## src/rtl/bloom_hash_gen.sv

```systemverilog
// Bloom-filter index generator: folds each element into two hashes, sets k
// double-hashed bits of a signature one per cycle, and accumulates inserts.
module bloom_hash_gen #(
    parameter int d_size  = 8,
    parameter int bl_size = 32,
    parameter int k_hash  = 3
) (
    input  logic               clk,
    input  logic               rst,
    input  logic               in_valid,
    output logic               in_ready,
    input  logic               op,
    input  logic [d_size-1:0]  data_in,
    input  logic               clear,
    output logic [bl_size-1:0] gen_bloom,
    output logic [bl_size-1:0] bloom_filter,
    output logic               check
);
    localparam int AW  = $clog2(bl_size);
    localparam int NCH = (d_size + AW - 1) / AW;
    localparam int PW  = NCH * AW;
    localparam int SW  = AW + 4;
    localparam logic [2:0] J_LAST = 3'(k_hash - 1);

    typedef enum logic [1:0] {IDLE, HASH, OUT} state_t;

    state_t             state_reg, state_next;
    logic [2:0]         j_reg, j_next;
    logic               op_reg, op_next;
    logic [AW-1:0]      h1_reg, h1_next;
    logic [AW-1:0]      h2_reg, h2_next;
    logic [bl_size-1:0] gen_bloom_reg, gen_bloom_next;
    logic [bl_size-1:0] bloom_filter_reg, bloom_filter_next;

    logic [d_size-1:0]       data_rev;
    logic [PW-1:0]           pad_fwd, pad_rev;
    logic [NCH:0][AW-1:0]    fold_fwd, fold_rev;
    logic [AW-1:0]           idx;
    logic [bl_size-1:0]      bit_sel;

    assign pad_fwd     = PW'(data_in);
    assign pad_rev     = PW'(data_rev);
    assign fold_fwd[0] = '0;
    assign fold_rev[0] = '0;

    generate
        genvar gi;
        for (gi = 0; gi < d_size; gi++) begin : g_rev
            assign data_rev[gi] = data_in[d_size-1-gi];
        end
        // XOR-fold of AW-bit chunks; the zero-extended top chunk may be partial
        for (gi = 0; gi < NCH; gi++) begin : g_fold
            assign fold_fwd[gi+1] = fold_fwd[gi] ^ pad_fwd[gi*AW +: AW];
            assign fold_rev[gi+1] = fold_rev[gi] ^ pad_rev[gi*AW +: AW];
        end
    endgenerate

    // Wide sum keeps the product exact before the mod-bl_size truncation
    assign idx     = AW'(SW'(h1_reg) + SW'(j_reg) * SW'(h2_reg));
    assign bit_sel = bl_size'(1) << idx;

    assign in_ready     = (state_reg == IDLE) && !clear && !rst;
    assign check        = (state_reg == OUT) && !op_reg;
    assign gen_bloom    = gen_bloom_reg;
    assign bloom_filter = bloom_filter_reg;

    always_comb begin
        state_next        = state_reg;
        j_next            = j_reg;
        op_next           = op_reg;
        h1_next           = h1_reg;
        h2_next           = h2_reg;
        gen_bloom_next    = gen_bloom_reg;
        bloom_filter_next = bloom_filter_reg;
        case (state_reg)
            IDLE: begin
                if (clear) begin
                    bloom_filter_next = '0;
                end else if (in_valid) begin
                    op_next        = op;
                    h1_next        = fold_fwd[NCH];
                    h2_next        = fold_rev[NCH] | AW'(1);
                    gen_bloom_next = '0;
                    j_next         = '0;
                    state_next     = HASH;
                end
            end
            HASH: begin
                gen_bloom_next = gen_bloom_reg | bit_sel;
                j_next         = j_reg + 3'd1;
                if (j_reg == J_LAST) begin
                    state_next = OUT;
                end
            end
            OUT: begin
                if (op_reg) begin
                    bloom_filter_next = bloom_filter_reg | gen_bloom_reg;
                end
                state_next = IDLE;
            end
            default: state_next = IDLE;
        endcase
    end

    always_ff @(posedge clk or posedge rst) begin
        if (rst) begin
            state_reg        <= IDLE;
            j_reg            <= '0;
            op_reg           <= 1'b0;
            h1_reg           <= '0;
            h2_reg           <= '0;
            gen_bloom_reg    <= '0;
            bloom_filter_reg <= '0;
        end else begin
            state_reg        <= state_next;
            j_reg            <= j_next;
            op_reg           <= op_next;
            h1_reg           <= h1_next;
            h2_reg           <= h2_next;
            gen_bloom_reg    <= gen_bloom_next;
            bloom_filter_reg <= bloom_filter_next;
        end
    end
endmodule

```

## config.mk

```make
export PLATFORM = sky130hd
export DESIGN_NAME = bloom_hash_gen
export DESIGN_NICKNAME = d
export VERILOG_FILES = /design/src/rtl/bloom_hash_gen.sv
export SDC_FILE = /design/constraint.sdc
export NUM_CORES = 1
export LEC_CHECK = 0
export CELL_PAD_IN_SITES_DETAIL_PLACEMENT = 0
export CELL_PAD_IN_SITES_GLOBAL_PLACEMENT = 1
export CORE_MARGIN = 4
export CORE_UTILIZATION = 38
export DETAILED_ROUTE_END_ITERATION = 7
export PLACE_DENSITY_LB_ADDON = 0.08
export SKIP_LAST_GASP = 1
export SYNTH_ARGS = -nofsm -noshare
export SYNTH_HDL_FRONTEND = slang
export SYNTH_SLANG_ARGS = --single-unit
```

## constraint.sdc

```tcl
create_clock -name clk -period 4.4 [get_ports clk]
set_input_delay 1.32 -clock clk [delete_from_list [all_inputs] [get_ports clk]]
set_output_delay 1.32 -clock clk [all_outputs]
set_load 0.01 [all_outputs]
```

Word-level counts from Yosys, hierarchy flattened
Cells that the tools add are included.
W data, S select, Z words.
{"block": "word_totals", "register_bits": 80, "out_inout_bits": 66, "wordCells": 50}
{"block": "op_classes", "bitwise": 5, "shift": 1, "n_addsub": 2, "eq_ne": 8, "mul": 1, "muxes": 13, "n_reduce_logical": 13}
{"cell": "$mux W32", "count": 4}
{"cell": "$pmux W32 S2", "count": 2}
{"cell": "$or A32 B32 Y32", "count": 2}
{"cell": "$shl A1 B5 Y32 const A", "count": 1}
{"cell": "$reduce_and A3 Y1", "count": 4}
{"cell": "$ne A2 B2 Y1 const B", "count": 5}
{"cell": "$xor A5 B3 Y5", "count": 2}
{"cell": "$mux W2", "count": 3}
{"cell": "$mux W3", "count": 2}
{"cell": "$pmux W3 S2", "count": 1}
{"cell": "$add A5 B5 Y5", "count": 1}
{"cell": "$mul A3 B5 Y5", "count": 1}
{"cell": "$pmux W2 S2", "count": 1}
{"cell": "$reduce_bool A2 Y1", "count": 2}
{"cell": "$add A3 B1 Y3 const B", "count": 1}
{"cell": "$eq A3 B2 Y1 const B", "count": 1}
{"cell": "$logic_and A1 B1 Y1", "count": 3}
{"cell": "$logic_not A1 Y1", "count": 3}
{"cell": "$eq A2 B1 Y1 const B", "count": 1}
{"cell": "$eq A2 B2 Y1 const B", "count": 1}
{"cell": "$logic_not A2 Y1", "count": 1}
{"cell": "$not A1 Y1", "count": 1}

Longest topological paths before layout
{"block": "depth", "word_depth": 5, "depth_mapped": 11, "depth_no_buf": 9}

Worst setup path after synthesis
Ideal clock, no wire load.
{"block": "synth_timing", "kind": "register -> register", "startpoint": "reg j_reg[2]", "endpoint": "reg gen_bloom_reg[8] (netlist: gen_bloom[8])", "setup_time_ps": 77, "stages_incl_launch_ff": 12, "setup_slack_ps": 1324, "synth_period_minus_slack_ps": 3076, "arrival_time_ps": 3000, "path_cell_list": "dfrtp_1 -> buf_2 -> nand2_1 -> fa_1 -> inv_1 -> fa_1 -> ha_1 -> a21o_1 -> a21oi_2 -> xor3_1 -> buf_4 -> o21ai_1"}
{"block": "synth_between", "elab_chain_len": 5}
{"element": "start: declaration", "line_no": "28", "source": "logic [2:0] j_reg, j_next;"}
{"element": "start signal: assignment", "line_no": "116", "source": "j_reg <= j_next;"}
{"element": "$mul A3 B5 Y5", "line_no": "59", "source": "assign idx = AW'(SW'(h1_reg) + SW'(j_reg) * SW'(h2_reg));"}
{"element": "$add A5 B5 Y5", "line_no": "59"}
{"element": "$shl A1 B5 Y32", "line_no": "60", "source": "assign bit_sel = bl_size'(1) << idx;"}
{"element": "$or A32 B32 Y32", "line_no": "89", "source": "gen_bloom_next = gen_bloom_reg | bit_sel;"}
{"element": "$pmux W32 S2", "line_no": "75", "source": "case (state_reg)"}
{"element": "end signal: assignment", "line_no": "120", "source": "gen_bloom_reg <= gen_bloom_next;"}
{"element": "end: declaration", "line_no": "32", "source": "logic [bl_size-1:0] gen_bloom_reg, gen_bloom_next;"}
No other way between the ends.
A chain may end at the register's enable or synchronous reset.

Final worst setup path
{"block": "layout_timing", "startpoint": "in clear", "endpoint": "out in_ready"}
{"block": "layout_between", "elab_chain_len": 3}
{"element": "start: declaration", "line_no": "14", "source": "input logic clear,"}
{"element": "$logic_not A1 Y1", "line_no": "62", "source": "assign in_ready = (state_reg == IDLE) && !clear && !rst;"}
{"element": "$logic_and A1 B1 Y1 (2 in a row)", "line_no": "62"}
{"element": "end: declaration", "line_no": "11", "source": "output logic in_ready,"}
No other way between the ends.

==> results.yml <==
status:
  outcome: "finished, final reports clean"
setup_path:
  worst_path_most_repeated_cell: "clkdlybuf4s50_1"
  path_class: "in -> out"
  slowest_stage: "clkdlybuf4s50_1"
  cp-start-kind: "primary input"
  max_stage_delay_ns: 0.59
  critPathMaxFanout: 5
  crit_chain: "clkdlybuf4s50_1 -> nor4_1 -> clkdlybuf4s50_1"
  end_kind: "output port"
  cp.arrival_ns: 2.65
  rr_worst_depth: 9
  required_ns: 3.08
floorplan:
  die_y_um: 102
  rows: 33
  pin_count: 79
  die_area_um2: 10400
  core_um2: 8380
  die_x_um: 102
  start_util_pct: 39.9
pwr:
  netSwitchingPower_mw: 1.33
  switching_share_pct: 43.5
  p_int_mw: 1.73
  powerDensity_nw_per_um2: 688
  p_leak_nw: 2.00
  power.total_mw: 3.06
  p_comb_share_pct: 49.4
  peakVddDrop_mv: 0.477
  p_clk_share_pct: 19.1
  p_seq_share_pct: 31.5
yosys:
  synth-seq-cells: 76
  synthTopCellsByArea: "dfrtp_1 (57%), nand2_1 (8.0%), a21oi_1 (4.8%)"
  synthFlopType: "dfrtp_1"
  syn_avg_cell_area_um2: 10.3
  syn_inst: 324
  syn_nets: 350
  yosys_warnings: 0
  yosysTopAreaCellShare_pct: 56.8
  ys_types: 34
  yosysTopAreaCell: "dfrtp_1"
  netlist_area_um2: 3350
  synth-edff-count: 0
  ys_seq_area_share_pct: 56.8
  synth_async_sr_flop_share_pct: 100
cells_and_area:
  regArea_um2: 1900
  drive_above_1_share_pct: 10.3
  fillerInstances: 770
  layout.nets: 428
  diodes: 0
  fin_cells: 512
  final_cell_mix: "clkdlybuf4s50_1 (78), dfrtp_1 (76), nand2_1 (71)"
  final_common_cell: "clkdlybuf4s50_1"
  multiInputGateArea_um2: 1350
  area_growth_pct: 32.8
  post-route-util_pct: 53.0
drt:
  dr.pass1.iters: 6
  vias: 2547
  antenna_left: 0
  wire_per_inst_um: 15.3
  wl_mm: 7.82
  drc_errors: 0
  drt_iter0_drc: 106
  vias_per_cell: 4.97
grt:
  grt_pass1_wl_mm: 13.0
  grt_pass1_vias: 2532
  grt_remaining_overflow: 0
  grt_use_total_pct: 16.3
  antenna_found_initial: 0
  grt_max_degree: 45
sta:
  worst_slew_pin_slew_ns: 0.669
  hold_viol: 0
  rsz0062_at_grt: "false"
  setup_tns_ns: 0
  post-route-period-util_pct: 90.3
  fin_skew_ns: 0.0160
  fin_crit_ns: 3.97
  timing.final.ws_setup_ns: 0.426
  finalMaxSlewViolations: 0
  finalSetupViolCount: 0
  slew_headroom_pct: 55.3
  fmax_mhz: 252
worst_hold_path:
  min-delay-path-class: "reg -> reg"
  holdPathStages: 2
cts:
  cts_setup_buffers: 0
  cts_made_buffers: 9
  htreeDepth: 3
  path_clk_slew_ns: 0.08
  root_buffer: "clkbuf_8"
  cts_tree: "yes"
  ctsResizeCount: 0
  cts_hold_buf: 0
  clkLatencyLatePin_ns: 0.35
  clock-sinks: 76
  cts_max_path_buffers: 2
placed_design:
  place.gp.congestion: 0.736
  dp_cells: 496
  dpl.hpwl_mm: 5.59
  port-buffer-count: 78
  pre_cts_ws_ns: 0.400
flow_run:
  drv_cap: 0
## worst paths after layout
check                                        startpoint                      endpoint  slack (ns)
hold / removal             bloom_filter[24]$_DFFE_PP0P_  bloom_filter[24]$_DFFE_PP0P_        0.50
min in group asynchronous                           rst   bloom_filter[5]$_DFFE_PP0P_        1.40
max in group asynchronous                           rst     gen_bloom[16]$_DFFE_PP0P_        2.28
hold reg to reg            bloom_filter[24]$_DFFE_PP0P_  bloom_filter[24]$_DFFE_PP0P_        0.50
setup reg to reg                   j_reg[2]$_DFFE_PP0P_      gen_bloom[7]$_DFFE_PP0P_        0.97
setup / recovery                                  clear                      in_ready        0.43
## worst max-delay path: cells and delay by family
family                 cells  cell delay [ns]
AND/OR/NAND/NOR            1             0.27
buffers and inverters      2             1.06
## power by group through the flow
stage	clock network [mW]	registers, mW	logic (mW)
final	0.584	0.962	1.51
after global routing	0.621	0.986	1.70
after CTS	0.595	0.965	1.55
after detailed placement	0	0.977	1.53
after global placement	0	0.976	1.52
after floorplan	0	0.968	1.12
## per-stage QoR
| step | instance area [um2] | hold WS (ns) |
|---|---|---|
| final | 4440 | 0.496 |
| after global routing | 4440 | 0.526 |
| after CTS | 4440 | 0.501 |
| after detailed placement | 4230 | 0.481 |
| after global placement | 4230 | 0.477 |
| after floorplan | 3350 | 0.462 |
## Yosys cell counts (2+ instances only)
cell type  count
xnor2_1        5
nor2_1        33
a2111oi_2      4
a21oi_1       32
a21o_1         2
dfrtp_1       76
and3_1         2
nand2_1       71
o21ai_0        4
o21ai_1       25
and2_1         3
nor3b_1        5
inv_1          6
fa_1           5
xnor2_2        2
clkbuf_1      12
nand2b_1       4
o21ai_2       10
ha_1           8
## layer usage
| layer | share of wire, % | GRT usage (%) |
|---|---|---|
| met3 | 5.3 | 3.75 |
| met1 | 45 | 21.8 |
| met4 | 1.3 | 5.15 |
| met5 | 0 | 0 |
| met2 | 49 | 26.6 |
## cell families after synthesis
logic type / count (synthesis) / share of synthesized area [%]
and+or+nand+nor: 123 / 15.7
muxes: 1 / 0.299
buffers and inverters: 23 / 2.95
DFF: 76 / 56.8
AOI/OAI and AO/OA: 78 / 14.2
xor gates and xnor gates: 10 / 3.96
adders and majority gates: 13 / 5.98
## area by class of cell
cell class              instances  area share [%]
well taps                     105            2.96
inverters                       7           0.619
flip-flops and latches         76            42.8
clock inverters                 6            1.94
multi-input cells             225            30.4
repair buffers                 83            18.4
clock buffers                  10            2.87
Note: power is estimated with default switching activity, not from simulation.
